File: src/rtl/cdb_arbiter_pkg.sv
// Shared CDB packet type and sizing helpers for the common-data-bus arbiter.
// ROB_TAG_LEN / XLEN default here when no project-wide sys_defs.svh has set them.
`ifndef ROB_TAG_LEN
`define ROB_TAG_LEN 6
`endif
`ifndef XLEN
`define XLEN 32
`endif

package cdb_arbiter_pkg;

  typedef struct packed {
    logic [`ROB_TAG_LEN-1:0] tag;
    logic [`XLEN-1:0]        value;
  } CDB_PACKET;

  // Index width that never collapses to zero bits for single-entry sizes.
  function automatic int idx_w(input int n);
    return (n > 1) ? $clog2(n) : 1;
  endfunction

endpackage

File: src/rtl/cdb_result_fifo.sv
// Per-FU result buffer: FIFO_DEPTH {tag, value} entries, wrapping pointers, occupancy count.
module cdb_result_fifo
  import cdb_arbiter_pkg::*;
#(
  parameter int FIFO_DEPTH = 2
) (
  input  logic      clk,
  input  logic      reset,
  input  logic      push,
  input  logic      pop,
  input  CDB_PACKET din,
  output CDB_PACKET dout,
  output logic      empty,
  output logic      full
);

  localparam int PTR_W = idx_w(FIFO_DEPTH);

  CDB_PACKET        r_mem [FIFO_DEPTH];
  logic [PTR_W-1:0] r_wr_ptr;
  logic [PTR_W-1:0] r_rd_ptr;
  logic [PTR_W:0]   r_count;

  always_ff @(posedge clk) begin
    if (!reset) begin
      r_wr_ptr <= '0;
      r_rd_ptr <= '0;
      r_count  <= '0;
    end else begin
      if (push) r_wr_ptr <= r_wr_ptr + 1'b1;
      if (pop)  r_rd_ptr <= r_rd_ptr + 1'b1;
      case ({push, pop})
        2'b10:   r_count <= r_count + 1'b1;
        2'b01:   r_count <= r_count - 1'b1;
        default: r_count <= r_count;
      endcase
    end
  end

  // Storage carries no reset; occupancy alone decides what is valid.
  always_ff @(posedge clk) begin
    if (push) r_mem[r_wr_ptr] <= din;
  end

  assign dout  = r_mem[r_rd_ptr];
  assign empty = (r_count == '0);
  assign full  = (r_count == (PTR_W+1)'(FIFO_DEPTH));

endmodule

File: src/rtl/cdb_arbiter.sv
// Round-robin common-data-bus arbiter: per-FU result FIFOs feeding one registered wakeup broadcast.
// Optional macro CDB_BYPASS_EN lets an empty FU's incoming result win arbitration directly.
module cdb_arbiter
  import cdb_arbiter_pkg::*;
#(
  parameter int NUM_FU     = 2,
  parameter int FIFO_DEPTH = 2
) (
  input  logic                                clk,
  input  logic                                reset,
  input  logic [NUM_FU-1:0]                   fu_valid,
  input  logic [NUM_FU-1:0][`ROB_TAG_LEN-1:0] fu_tag,
  input  logic [NUM_FU-1:0][`XLEN-1:0]        fu_value,
  output logic [NUM_FU-1:0]                   fu_stall,
  output logic                                wakeup,
  output logic [`ROB_TAG_LEN-1:0]             wakeup_tag,
  output logic [`XLEN-1:0]                    wakeup_value
);

  localparam int IDX_W = idx_w(NUM_FU);

  CDB_PACKET         w_din  [NUM_FU];
  CDB_PACKET         w_dout [NUM_FU];
  logic [NUM_FU-1:0] w_empty;
  logic [NUM_FU-1:0] w_full;
  logic [NUM_FU-1:0] w_push;
  logic [NUM_FU-1:0] w_pop;
  logic [NUM_FU-1:0] w_req;
  logic [NUM_FU-1:0] w_bypass;
  logic              w_grant_vld_p0;
  logic [IDX_W-1:0]  w_grant_idx_p0;
  logic [IDX_W:0]    w_scan;
  logic [IDX_W-1:0]  w_next_ptr;
  CDB_PACKET         w_sel_pkt_p0;

  logic [IDX_W-1:0]  r_rr_ptr;
  logic              r_vld_p1;
  CDB_PACKET         r_pkt_p1;

  for (genvar gi = 0; gi < NUM_FU; gi++) begin : g_fu
    assign w_din[gi] = '{tag: fu_tag[gi], value: fu_value[gi]};

    cdb_result_fifo #(
      .FIFO_DEPTH (FIFO_DEPTH)
    ) u_fifo (
      .clk   (clk),
      .reset (reset),
      .push  (w_push[gi]),
      .pop   (w_pop[gi]),
      .din   (w_din[gi]),
      .dout  (w_dout[gi]),
      .empty (w_empty[gi]),
      .full  (w_full[gi])
    );
  end

  always_comb begin
`ifdef CDB_BYPASS_EN
    w_req = ~w_empty | (fu_valid & {NUM_FU{reset}});
`else
    w_req = ~w_empty;
`endif
  end

  // Scan from the pointer downward in distance so the closest requester wins last.
  always_comb begin
    w_grant_vld_p0 = 1'b0;
    w_grant_idx_p0 = '0;
    w_scan         = '0;
    for (int k = NUM_FU - 1; k >= 0; k--) begin
      w_scan = {1'b0, r_rr_ptr} + (IDX_W+1)'(k);
      if (w_scan >= (IDX_W+1)'(NUM_FU)) w_scan = w_scan - (IDX_W+1)'(NUM_FU);
      if (w_req[w_scan[IDX_W-1:0]]) begin
        w_grant_vld_p0 = 1'b1;
        w_grant_idx_p0 = w_scan[IDX_W-1:0];
      end
    end
  end

  always_comb begin
    w_bypass = '0;
    w_pop    = '0;
`ifdef CDB_BYPASS_EN
    if (w_grant_vld_p0 && w_empty[w_grant_idx_p0]) w_bypass[w_grant_idx_p0] = 1'b1;
    w_sel_pkt_p0 = w_empty[w_grant_idx_p0] ? w_din[w_grant_idx_p0] : w_dout[w_grant_idx_p0];
`else
    w_sel_pkt_p0 = w_dout[w_grant_idx_p0];
`endif
    if (w_grant_vld_p0 && !w_empty[w_grant_idx_p0]) w_pop[w_grant_idx_p0] = 1'b1;
    w_push = fu_valid & ~w_full & ~w_bypass & {NUM_FU{reset}};
  end

  assign w_next_ptr = (w_grant_idx_p0 == IDX_W'(NUM_FU - 1)) ? '0 : w_grant_idx_p0 + 1'b1;

  // p0 -> p1: grant result registered onto the broadcast bus
  always_ff @(posedge clk) begin
    if (!reset) begin
      r_rr_ptr <= '0;
      r_vld_p1 <= 1'b0;
      r_pkt_p1 <= '0;
    end else begin
      r_vld_p1 <= w_grant_vld_p0;
      if (w_grant_vld_p0) begin
        r_pkt_p1 <= w_sel_pkt_p0;
        r_rr_ptr <= w_next_ptr;
      end
    end
  end

  assign fu_stall     = w_full;
  assign wakeup       = r_vld_p1;
  assign wakeup_tag   = r_pkt_p1.tag;
  assign wakeup_value = r_pkt_p1.value;

endmodule

File: config.mk
export PLATFORM = sky130hd
export DESIGN_NAME = cdb_arbiter
export DESIGN_NICKNAME = d
export VERILOG_FILES = /design/src/rtl/cdb_arbiter_pkg.sv /design/src/rtl/cdb_result_fifo.sv /design/src/rtl/cdb_arbiter.sv
export SDC_FILE = /design/constraint.sdc
export NUM_CORES = 1
export LEC_CHECK = 0
export ABC_AREA = 1
export BUFFER_PORTS_ARGS = -buffer_cell sky130_fd_sc_hd__buf_2
export CORE_UTILIZATION = 40
export CTS_CLUSTER_SIZE = 20
export DETAILED_ROUTE_END_ITERATION = 8
export PLACE_DENSITY = 0.62
export RECOVER_POWER = 25
export SYNTH_ARGS = -nofsm -noshare
export SYNTH_HDL_FRONTEND = slang
export SYNTH_SLANG_ARGS = --single-unit
File: constraint.sdc
create_clock -name clk -period 3.62 [get_ports clk]
set_clock_uncertainty 0.2 [all_clocks]
set_input_delay 0.724 -clock clk [delete_from_list [all_inputs] [get_ports clk]]
set_output_delay 0.724 -clock clk [all_outputs]
set_load 0.1 [all_outputs]
==> metrics.cfg <==
[clock_network]
numClockSinks=202
cts_resized=0
cts_hold_buf=0
clkTransAtPathRegs_ns=0.06
ctsHtreeMaxLevel=1
cts_post_setup_buffers_inserted=0
cts_root_buf=sky130_fd_sc_hd__clkbuf_16
clock_insertion_delay_worst_skew_ns=0.49
cts_tree=yes
number_of_buffers_created_by_cts=22
cts_buffer_depth=3

[placed_design]
postPlaceCellArea_mm2=0.00865
placement.io_buffers=120
dp.cells=1050
hpwlAfterDp_mm=10.8
replace_congestion=0.749

[yosys]
postSynthCellCount=697
ys.warnings.count=0
syn_area_mm2=0.00783
asyncSetResetFlopFracSynth=0
synth_sequential_area_ratio=0.710
netlist-cell-type-count=24
yosys_register_bits=202
number_of_synthesized_flops_with_an_enable_pin=152
synth_nets=779
postSynthAreaPerCell_um2=11.2
synth_flop_cell=sky130_fd_sc_hd__edfxtp_1

[cells_and_area]
most-common-layout-cells=sky130_fd_sc_hd__nand2_1, sky130_fd_sc_hd__edfxtp_1, sky130_fd_sc_hd__buf_2
layout-drive-gt1-share=0.188
seqCellArea_mm2=0.00557
nNetsFinal=896
mostFrequentLayoutCell=sky130_fd_sc_hd__nand2_1
layout.cell_area.non_filler_mm2=0.00937
layout_stage_area_growth_over_the_synthesis_result_pct=19.6
fill_cells=1711
multi_input_area_mm2=0.00183
final-instance-count-excl-fill=1089
n_antenna_cell=0

[floorplanning]
coreArea_mm2=0.0190
num_rows=50
die_width_um=142
num_io_pins=121
initial_core_util=0.413
dieHeight_um=142
die_area_mm2=0.0201

[worst_hold_path]
hold_path_end=g_fu[0].u_fifo.r_mem[1][7]
hold_path.class=in -> reg
hold_start=fu_value[7]
worstHoldPathCells=1

[drt]
postRouteWirelength_mm=17.1
drt_pass1_iterations=4
drc_errors_left=0
detail_route.vias_per_cell=4.71
drt-initial-drc-count=280
postRouteAntennaNets=0
number_of_vias_in_the_routed_layout=5133
avgRoutedWirePerCell_um=15.7

[timing]
finalSetupTns_ns=0
max-slew-margin-rel=0.394
final_max_slew_viol_count=0
number_of_endpoints_with_negative_hold_slack_in_the_final_report=0
tightest_slew_ns=0.907
period_share=0.673
period_needed_ns=2.44
grt_setup_unrepaired=false
final-setup-viol-count=0
max_clock_freq_ghz=0.410

[global_routing]
antenna_found_initial=0
aggregate_global_route_resource_usage=0.177
grt_pass1_wl_mm=27.2
overall_overflow_remaining_after_global_route=0
grt_start_max_net_pins=50
first_global_vias=5000

[worst_setup_path]
crit_start=g_fu[1].u_fifo.r_count[1]
critical_path.startpoint_type=flip-flop
worst_r2r_endpoint=g_fu[0].u_fifo.r_count[1]
timing_worst_setup_path_type=reg -> out
setup_slack_of_the_most_critical_reg_to_reg_path_ns=1.35
critical_path.reg2reg.startpoint=g_fu[0].u_fifo.r_count[0]
critical_path_required_ns=2.70
setup.worst_path.end_class=primary output
critPathArrivalTime_ns=1.51
reg2regPathDepth=12
critical_path_peak_fanout=4

[outcome]
run_status=finished clean

[power]
vdd.ir_drop.worst_v=0.000545
power.density_mw_per_mm2=993
total_leakage_power_nw=3.87

[flow_run]
cap_viol_max_count=0

==> per-layer routing <==
layer  vias to the layer above  track usage  wire length [um]
li1                       2583            -                 -
met1                      2393        0.241              7790
met2                       136        0.297              8100
met3                        21       0.0303               949
met4                         0       0.0424               248
met5                         -            0                 0
==> flip-flops by register name, summed over array words and instances (netlist names), named ones only <==
signal and count:
wakeup_tag 6, g_fu.u_fifo.r_wr_ptr 2, g_fu.u_fifo.r_count 4, g_fu.u_fifo.r_mem 152, wakeup_value 32, g_fu.u_fifo.r_rd_ptr 2
wakeup 1, r_rr_ptr 1
==> through the flow <==
stage	hold slack, ns	setup slack [ns]	util	power [mW]
global placement	0.234	1.15	0.456	7.04
finish	0.218	1.18	0.494	9.30
global route	0.200	1.11	0.494	9.83
detailed placement	0.235	1.11	0.456	7.07
floorplan	0.259	0.497	-	6.40
CTS	0.196	1.15	0.496	9.40
==> cell families after synthesis <==
logic type      Yosys count  share of synthesized area
simple gates            335                      0.185
flops                   202                      0.710
buf+inv                  99                     0.0599
compound gates           58                     0.0394
fa+ha+maj                 2                    0.00319
xor+xnor                  1                    0.00208
==> worst max-delay path by stage <==
stage	cells after the start	to
detailed placement	4	g_fu[0].u_fifo.r_mem[1][7]
global route	3	fu_stall[0]
finish	3	fu_stall[1]
CTS	3	fu_stall[1]
floorplan	2	g_fu[0].u_fifo.r_mem[0][0]
global placement	4	g_fu[0].u_fifo.r_mem[1][11]
==> power by group <==
part / switching, mW / total, mW / internal (mW)
combinational: 3.10 / 3.83 / 0.728
clock: 0.857 / 2.32 / 1.46
sequential: 0.253 / 3.15 / 2.90
==> synth_stat cells, types with 2 or more instances <==
cell type / number / area share
sky130_fd_sc_hd__o21ai_1: 5 / 0.0032
sky130_fd_sc_hd__dfxtp_1: 50 / 0.13
sky130_fd_sc_hd__nor2_1: 13 / 0.0062
sky130_fd_sc_hd__nand2_4: 3 / 0.0043
sky130_fd_sc_hd__nor2_4: 3 / 0.0043
sky130_fd_sc_hd__buf_2: 15 / 0.0096
sky130_fd_sc_hd__buf_6: 5 / 0.0072
sky130_fd_sc_hd__o21bai_1: 2 / 0.0019
sky130_fd_sc_hd__buf_4: 8 / 0.0077
sky130_fd_sc_hd__inv_2: 4 / 0.0019
sky130_fd_sc_hd__nand4_1: 33 / 0.026
sky130_fd_sc_hd__clkbuf_1: 9 / 0.0043
sky130_fd_sc_hd__inv_1: 57 / 0.027
sky130_fd_sc_hd__nand2_1: 235 / 0.11
sky130_fd_sc_hd__ha_1: 2 / 0.0032
sky130_fd_sc_hd__o21ai_0: 42 / 0.027
sky130_fd_sc_hd__a21oi_1: 7 / 0.0045
sky130_fd_sc_hd__nand3_1: 45 / 0.029
sky130_fd_sc_hd__edfxtp_1: 152 / 0.58
sky130_fd_sc_hd__nand2_2: 3 / 0.0024
==> critical path: stages, from the launching register on <==
cell                      delay (ns)
sky130_fd_sc_hd__dfxtp_1        0.42
sky130_fd_sc_hd__nand2_1        0.11
sky130_fd_sc_hd__inv_1          0.07
sky130_fd_sc_hd__buf_2          0.42
==> final cells by class <==
type / instances / share of cell area
clock buffers: 30 / 0.0653
clock inverters: 9 / 0.0152
inverters: 61 / 0.0244
multi-input cells: 396 / 0.195
flip-flops and latches: 202 / 0.594
well taps: 260 / 0.0347
repair buffers: 131 / 0.0707
(Power assumes the default switching activity.)
